`config.mk`:
```
export PLATFORM = sky130hd
export DESIGN_NAME = str_up_sample
export DESIGN_NICKNAME = d
export VERILOG_FILES = /design/src/rtl/str_pkg.sv /design/src/rtl/str_beat_counter.sv /design/src/rtl/str_up_sample.sv
export SDC_FILE = /design/constraint.sdc
export NUM_CORES = 1
export LEC_CHECK = 0
export CAP_MARGIN = 20
export CORE_MARGIN = 4
export CORE_UTILIZATION = 51
export DETAILED_ROUTE_END_ITERATION = 6
export GPL_TIMING_DRIVEN = 0
export PLACE_DENSITY = 0.84
export SKIP_LAST_GASP = 1
export SLEW_MARGIN = 20
export SYNTH_ARGS = -nofsm -noshare
export SYNTH_HDL_FRONTEND = slang
export SYNTH_HIERARCHICAL = 1
export SYNTH_SLANG_ARGS = --single-unit
```
`constraint.sdc`:
```
create_clock -name clk -period 4.5 [get_ports clk]
set_clock_uncertainty 0.1 [all_clocks]
set_input_delay 1.125 -clock clk [delete_from_list [all_inputs] [get_ports clk]]
set_output_delay 1.125 -clock clk [all_outputs]
set_load 0.005 [all_outputs]
```
`src/rtl/str_pkg.sv`:
```
// Shared stream definitions for the str_* blocks: FSM state encoding,
// beat flag bundle and a counter-width helper.
package str_pkg;

    // Up-sampler control state: IDLE holds no sample, EMIT repeats one.
    typedef enum logic {
        IDLE = 1'b0,
        EMIT = 1'b1
    } str_state_t;

    // Side-band flags carried with every stream beat.
    typedef struct packed {
        logic valid;
        logic last;
    } str_beat_flags_t;

    // Counter width for a 0..max_count-1 counter; never narrower than 1 bit.
    function automatic int str_cnt_width(input int max_count);
        return (max_count > 1) ? $clog2(max_count) : 1;
    endfunction

endpackage

```
`src/rtl/str_beat_counter.sv`:
```
// Wrapping beat counter 0..MAX-1. 'wrap' flags the terminal count so the
// owner can see that the next enabled step returns to zero.
module str_beat_counter
    import str_pkg::*;
#(
    parameter int MAX = 4
) (
    input  logic                            clk,
    input  logic                            rst_n,
    input  logic                            en,
    output logic [str_cnt_width(MAX)-1:0]   cnt,
    output logic                            wrap
);

    localparam int            W   = str_cnt_width(MAX);
    localparam logic [W-1:0]  TOP = W'(MAX - 1);

    assign wrap = (cnt == TOP);

    // Advance one step per enabled cycle, folding back to zero after MAX-1.
    always_ff @(posedge clk) begin
        if (!rst_n) begin
            cnt <= '0;
        end else if (en) begin
            cnt <= wrap ? '0 : cnt + W'(1);
        end
    end

endmodule

```
`src/rtl/str_up_sample.sv`:
```
// Stream up-sampler: each accepted input sample is emitted as FACTOR output
// beats (held or zero-stuffed), with out_last marking every LAST-th beat.
// Output ports are registered; only in_ready is combinational.
module str_up_sample
    import str_pkg::*;
#(
    parameter int DW         = 24,
    parameter int FACTOR     = 10,
    parameter int LAST       = 10,
    parameter int ZERO_STUFF = 0
) (
    input  logic                 clk,
    input  logic                 rst_n,
    input  logic signed [DW-1:0] in_data,
    input  logic                 in_valid,
    output logic                 in_ready,
    output logic signed [DW-1:0] out_data,
    output logic                 out_last,
    output logic                 out_valid,
    input  logic                 out_ready
);

    localparam int            PW        = str_cnt_width(FACTOR);
    localparam int            FW        = str_cnt_width(LAST);
    localparam logic [FW-1:0] FRAME_TOP = FW'(LAST - 1);

    str_state_t          state;
    str_state_t          state_next;
    logic signed [DW-1:0] sample_q;
    logic signed [DW-1:0] sample_next;
    logic signed [DW-1:0] data_next;
    logic [PW-1:0]       phase_cnt;
    logic [PW-1:0]       phase_next;
    logic                phase_wrap;
    logic [FW-1:0]       frame_cnt;
    logic [FW-1:0]       frame_next;
    logic                frame_wrap;
    logic                transfer;
    logic                accept;

    // Phase within the current sample: advances once per delivered beat.
    str_beat_counter #(.MAX(FACTOR)) u_phase (
        .clk   (clk),
        .rst_n (rst_n),
        .en    (transfer),
        .cnt   (phase_cnt),
        .wrap  (phase_wrap)
    );

    // Frame position: free-running across samples and idle gaps.
    str_beat_counter #(.MAX(LAST)) u_frame (
        .clk   (clk),
        .rst_n (rst_n),
        .en    (transfer),
        .cnt   (frame_cnt),
        .wrap  (frame_wrap)
    );

    // Handshakes, next state, and the values the output registers load next.
    always_comb begin
        transfer    = out_valid && out_ready;
        in_ready    = (state == IDLE) || ((state == EMIT) && phase_wrap && out_ready);
        accept      = in_valid && in_ready;
        state_next  = state;
        sample_next = accept ? in_data : sample_q;
        phase_next  = transfer ? (phase_wrap ? '0 : phase_cnt + PW'(1)) : phase_cnt;
        frame_next  = transfer ? (frame_wrap ? '0 : frame_cnt + FW'(1)) : frame_cnt;

        case (state)
            IDLE: begin
                if (accept) begin
                    state_next = EMIT;
                end
            end
            EMIT: begin
                if (transfer && phase_wrap) begin
                    state_next = accept ? EMIT : IDLE;
                end
            end
            default: begin
                state_next = IDLE;
            end
        endcase

        if ((ZERO_STUFF != 0) && (phase_next != '0)) begin
            data_next = '0;
        end else begin
            data_next = sample_next;
        end
    end

    // FSM state register.
    always_ff @(posedge clk) begin
        if (!rst_n) begin
            state <= IDLE;
        end else begin
            state <= state_next;
        end
    end

    // Held sample and registered output beat for the coming cycle.
    always_ff @(posedge clk) begin
        if (!rst_n) begin
            sample_q  <= '0;
            out_valid <= 1'b0;
            out_data  <= '0;
            out_last  <= 1'b0;
        end else begin
            sample_q  <= sample_next;
            out_valid <= (state_next == EMIT);
            out_data  <= (state_next == EMIT) ? data_next : '0;
            out_last  <= (state_next == EMIT) && (frame_next == FRAME_TOP);
        end
    end

endmodule

```
* Word level (Yosys, flattened, before mapping) *
Index checks and enable logic that the tools add are counted.

storage, ports and cells
  word-level logic and storage cells = 27
  flip-flop bits (word level) = 58
  input bits = 28
  output and inout bits = 27

operators by class
  reduce and logical (&&, ||, !) cells = 8
  equality and inequality tests = 3
  add/sub/neg operators = 2
  bitwise operators = 1
  mux-type cells = 7

operators by type and width
  operator                                                        number
  24-bit 2-to-1 mux                                               1
  4-bit equality test (second input constant)                     3
  4-bit 2-to-1 mux                                                3
  4-bit by 1-bit adder with 4-bit output (second input constant)  2
  1-bit logical AND                                               6
  1-bit 2-to-1 mux                                                2
  1-bit one-hot mux with 2 select lines                           1
  2-bit AND reduction                                             1
  1-bit logical OR                                                1
  1-bit inverter                                                  1

* Depth between registers and ports, before layout *
  depth after elaboration = 9
  gate-level depth with buffers = 6
  mapped depth without buffers = 5

* Cells and area by module *
The synthesis kept the hierarchy.

modules (own cells, without submodules)
  module            times used  area an instance (µm²)  sequential area each (µm²)  cells an instance
  str_up_sample     1           1685.4                  1001.0                      144
  str_beat_counter  2           190.2                   80.1                        20

* Least setup slack after synthesis *
No wires, ideal clock.

  kind = input-to-output
  start = input out_ready
  end = output in_ready
  arrival time = 1.343 ns
  data required time = 3.275 ns
  path slack = 1.932 ns
  stages on the path = 1
  buffers on the path = 0
  path through = a21bo_4

between the ends
  word-level cells in the longest chain between the ends = 2

RTL lines
  item                line                 text
  start: declaration  str_up_sample.sv:20  input logic out_ready
  1-bit logical AND   str_up_sample.sv:62  in_ready = (state == IDLE) || ((state == EMIT) && phase_wrap && out_ready);
  1-bit logical OR    str_up_sample.sv:62
  end: declaration    str_up_sample.sv:16  output logic in_ready,

Every way passes these cells.

* Worst setup path in the final report *
Ends and elaborated chain as after synthesis.

==> metrics <==
status finished, final reports clean; most frequent cell after synthesis dfxtp_1; Largest stage delay, worst path 510 ps; die area between 5000 and 6000 um2; top cells by area, synth dfxtp_1 (56%), mux2i_1 (12%), nor2b_1 (7.3%); largest net degree at the start of global routing 18; H-Tree Depth 3; Bufs and invs on worst path 2; CTS Hold Bufs 0; Top Ports 55; largest area contributor in the netlist dfxtp_1; layout cell share with drive strength beyond 1 approximately 12%; Worst Tran Pin Value about 540 ps; initial core utilization 54.4%; FF-to-FF Start u_phase/cnt[1]; Final Hold Viols 0; Sink Count 58; vias in the first global route 1445; drt drc 0; worst skew pair latency roughly 320 ps; crit-path leading delay family buffers and inverters; gr usage total 16.4%; clk root buf clkbuf_8; P_leak 1.19 nW; crit path max fanout 3; core area 3800 um2; setup TNS 0 ps; Cells after Synth 184; hold endpoint out_data[17]; FP Rows 22; worst-case clock buffer depth 2; crit path launch type input port; first-pass GRT wire length 6.33 mm; Final Cycle Share about four fifths; die width between 70 and 80 um; HP Class register to register; Post-synth top cells dfxtp_1 (58), mux2i_1 (24), nor2_1 (24), nor2b_1 (24), nand2_1 (9); Setup CP Type input port to output pin; synthesis warning total 6; Placed Cells 286; number of fill cells 305; DPL Wire Length 2.59 mm; worst slack at placement 975 ps; CP startpoint out_ready; Fmax approximately 280 MHz; area grow syn2layout 38.8%; PD cells 392 nW/um2; number of post-CTS setup repair buffers 0; Detail Route Antenna Nets 0; DR vias 1441; Yosys reg bits 58; Via density 4.77; Post-Synthesis Net Count ~210; Synth cell types 29; post-layout util 75.5%; peak supply drop 235 uV; CP arrival 2290 ps; GRT overflow 0; EDFF count, synth 0; CP Capture Type output pin; part of the Yosys area used for sequential elements 56.2%; WL/cell roughly 12 um; Routed WL between 3 and 4 mm; Post-Syn Area per Cell 11.2 um2; most frequent CP cell clkdlybuf4s50_1; gpl congestion 0.740; Hold Startpoint sample_q[17]; First-pass DRT Iterations 4; RSZ-0062 raised after global routing no; CTS resizes 0; Rel. slew slack between 60% and 70%; worst r2r dst out_data[12]; Num CTS Buffers 9; R2R Setup Slk 2750 ps; CP cell instances clkdlybuf4s50_1 > a21bo_4 > clkdlybuf4s50_1; Port Buffer Count 54; Yosys top cell area share 56.2%; final net count 278; critical path's slowest cell clkdlybuf4s50_1; final setup violation count 0; clock slew at reported path FFs 60 ps; final worst slack 980 ps; Detailed Route Iter0 Violations roughly 90; cells on worst reg2reg path 6; Worst EP required 3270 ps; synthesized cell area 2070 um2; Hold Path Stages 2; n_diodes 0; Post-synth ARST share 0%; Max Cap Viol 0; post-layout min period 3520 ps; non-filler instance count after layout 302; dominant synthesized flop cell dfxtp_1; TritonCTS clock tree done; initial antenna violation count 0; Die Ht 71.6 um; Max Transition Viols Final 0
cell families after synthesis:
logic type / count (synthesis) / share of synthesized area (%)
adder cells (fa/ha/maj): 1 / 0.606
XOR/XNOR: 6 / 2.54
buffers and inverters: 10 / 3.88
AO/OA/AOI/OAI: 10 / 3.69
AND/OR/NAND/NOR: 73 / 20.4
flip-flops: 58 / 56.2
multiplexers: 26 / 12.7
worst max-delay path by stage:
stage / to / slack [ps] / cells past startpoint
3_5_place_dp: in_ready / 970 / 3
6_report: in_ready / 980 / 3
2_1_floorplan: in_ready / 1930 / 1
3_3_place_gp: in_ready / 980 / 3
4_1_cts: in_ready / 970 / 3
5_1_grt: in_ready / 940 / 3
through the flow:
step	cell area [um2]	hold WS (ps)	total power [mW]
6_report	2870	389	1.12
5_1_grt	2870	425	1.18
4_1_cts	2870	396	1.14
3_5_place_dp	2670	380	0.681
3_3_place_gp	2670	370	0.678
2_1_floorplan	2070	360	0.620
cell type report:
type	instances	area, um2	area share [%]
clock inverters	1	5.00	0.175
plain buffers	7	68.8	2.40
clock buffers	15	196	6.85
well taps	48	60.1	2.09
repair buffers	54	541	18.8
flip-flops and latches	58	1160	40.5
inverters	3	11.3	0.393
multi-input cells	116	825	28.8
sequential cells by signal (all words and copies together), names as in the netlist:
signal	cells
out_data	24
out_last	1
sample_q	24
state	1
u_frame/cnt	4
u_phase/cnt	4
worst min-delay path, cell delays in order, from the launching register on:
cell     delay (ps)
dfxtp_1         300
mux2i_1          80
nor2_1           80
cell usage in the layout, fill, tap and decap left out, types with 3 or more instances in the layout:
| master | count |
|---|---|
| nor2b_1 | 24 |
| xnor2_1 | 3 |
| clkbuf_1 | 3 |
| nand2_1 | 9 |
| a21oi_1 | 3 |
| clkbuf_8 | 14 |
| nor2_1 | 24 |
| and2_1 | 5 |
| mux2i_1 | 24 |
| clkdlybuf4s50_1 | 54 |
| dfxtp_1 | 58 |
| xor2_1 | 3 |
| inv_1 | 3 |
metal layers:
layer  global-route usage (%)  part of all wire, %  wire [um]  up-vias
li1                         -                    -          -      732
met1                     17.2                   44       1650      653
met2                     26.0                   45       1680       48
met3                     9.26                  9.5        357        8
met4                     8.77                  1.9         70        0
met5                        0                    0          0        -
where the power goes:
| group | total, mW | internal [mW] | switching, mW |
|---|---|---|---|
| Clock | 0.455 | 0.274 | 0.181 |
| Combinational | 0.119 | 0.0724 | 0.0471 |
| Sequential | 0.549 | 0.539 | 0.00969 |
| Total | 1.12 | 0.886 | 0.237 |
(Power assumes the default switching activity.)
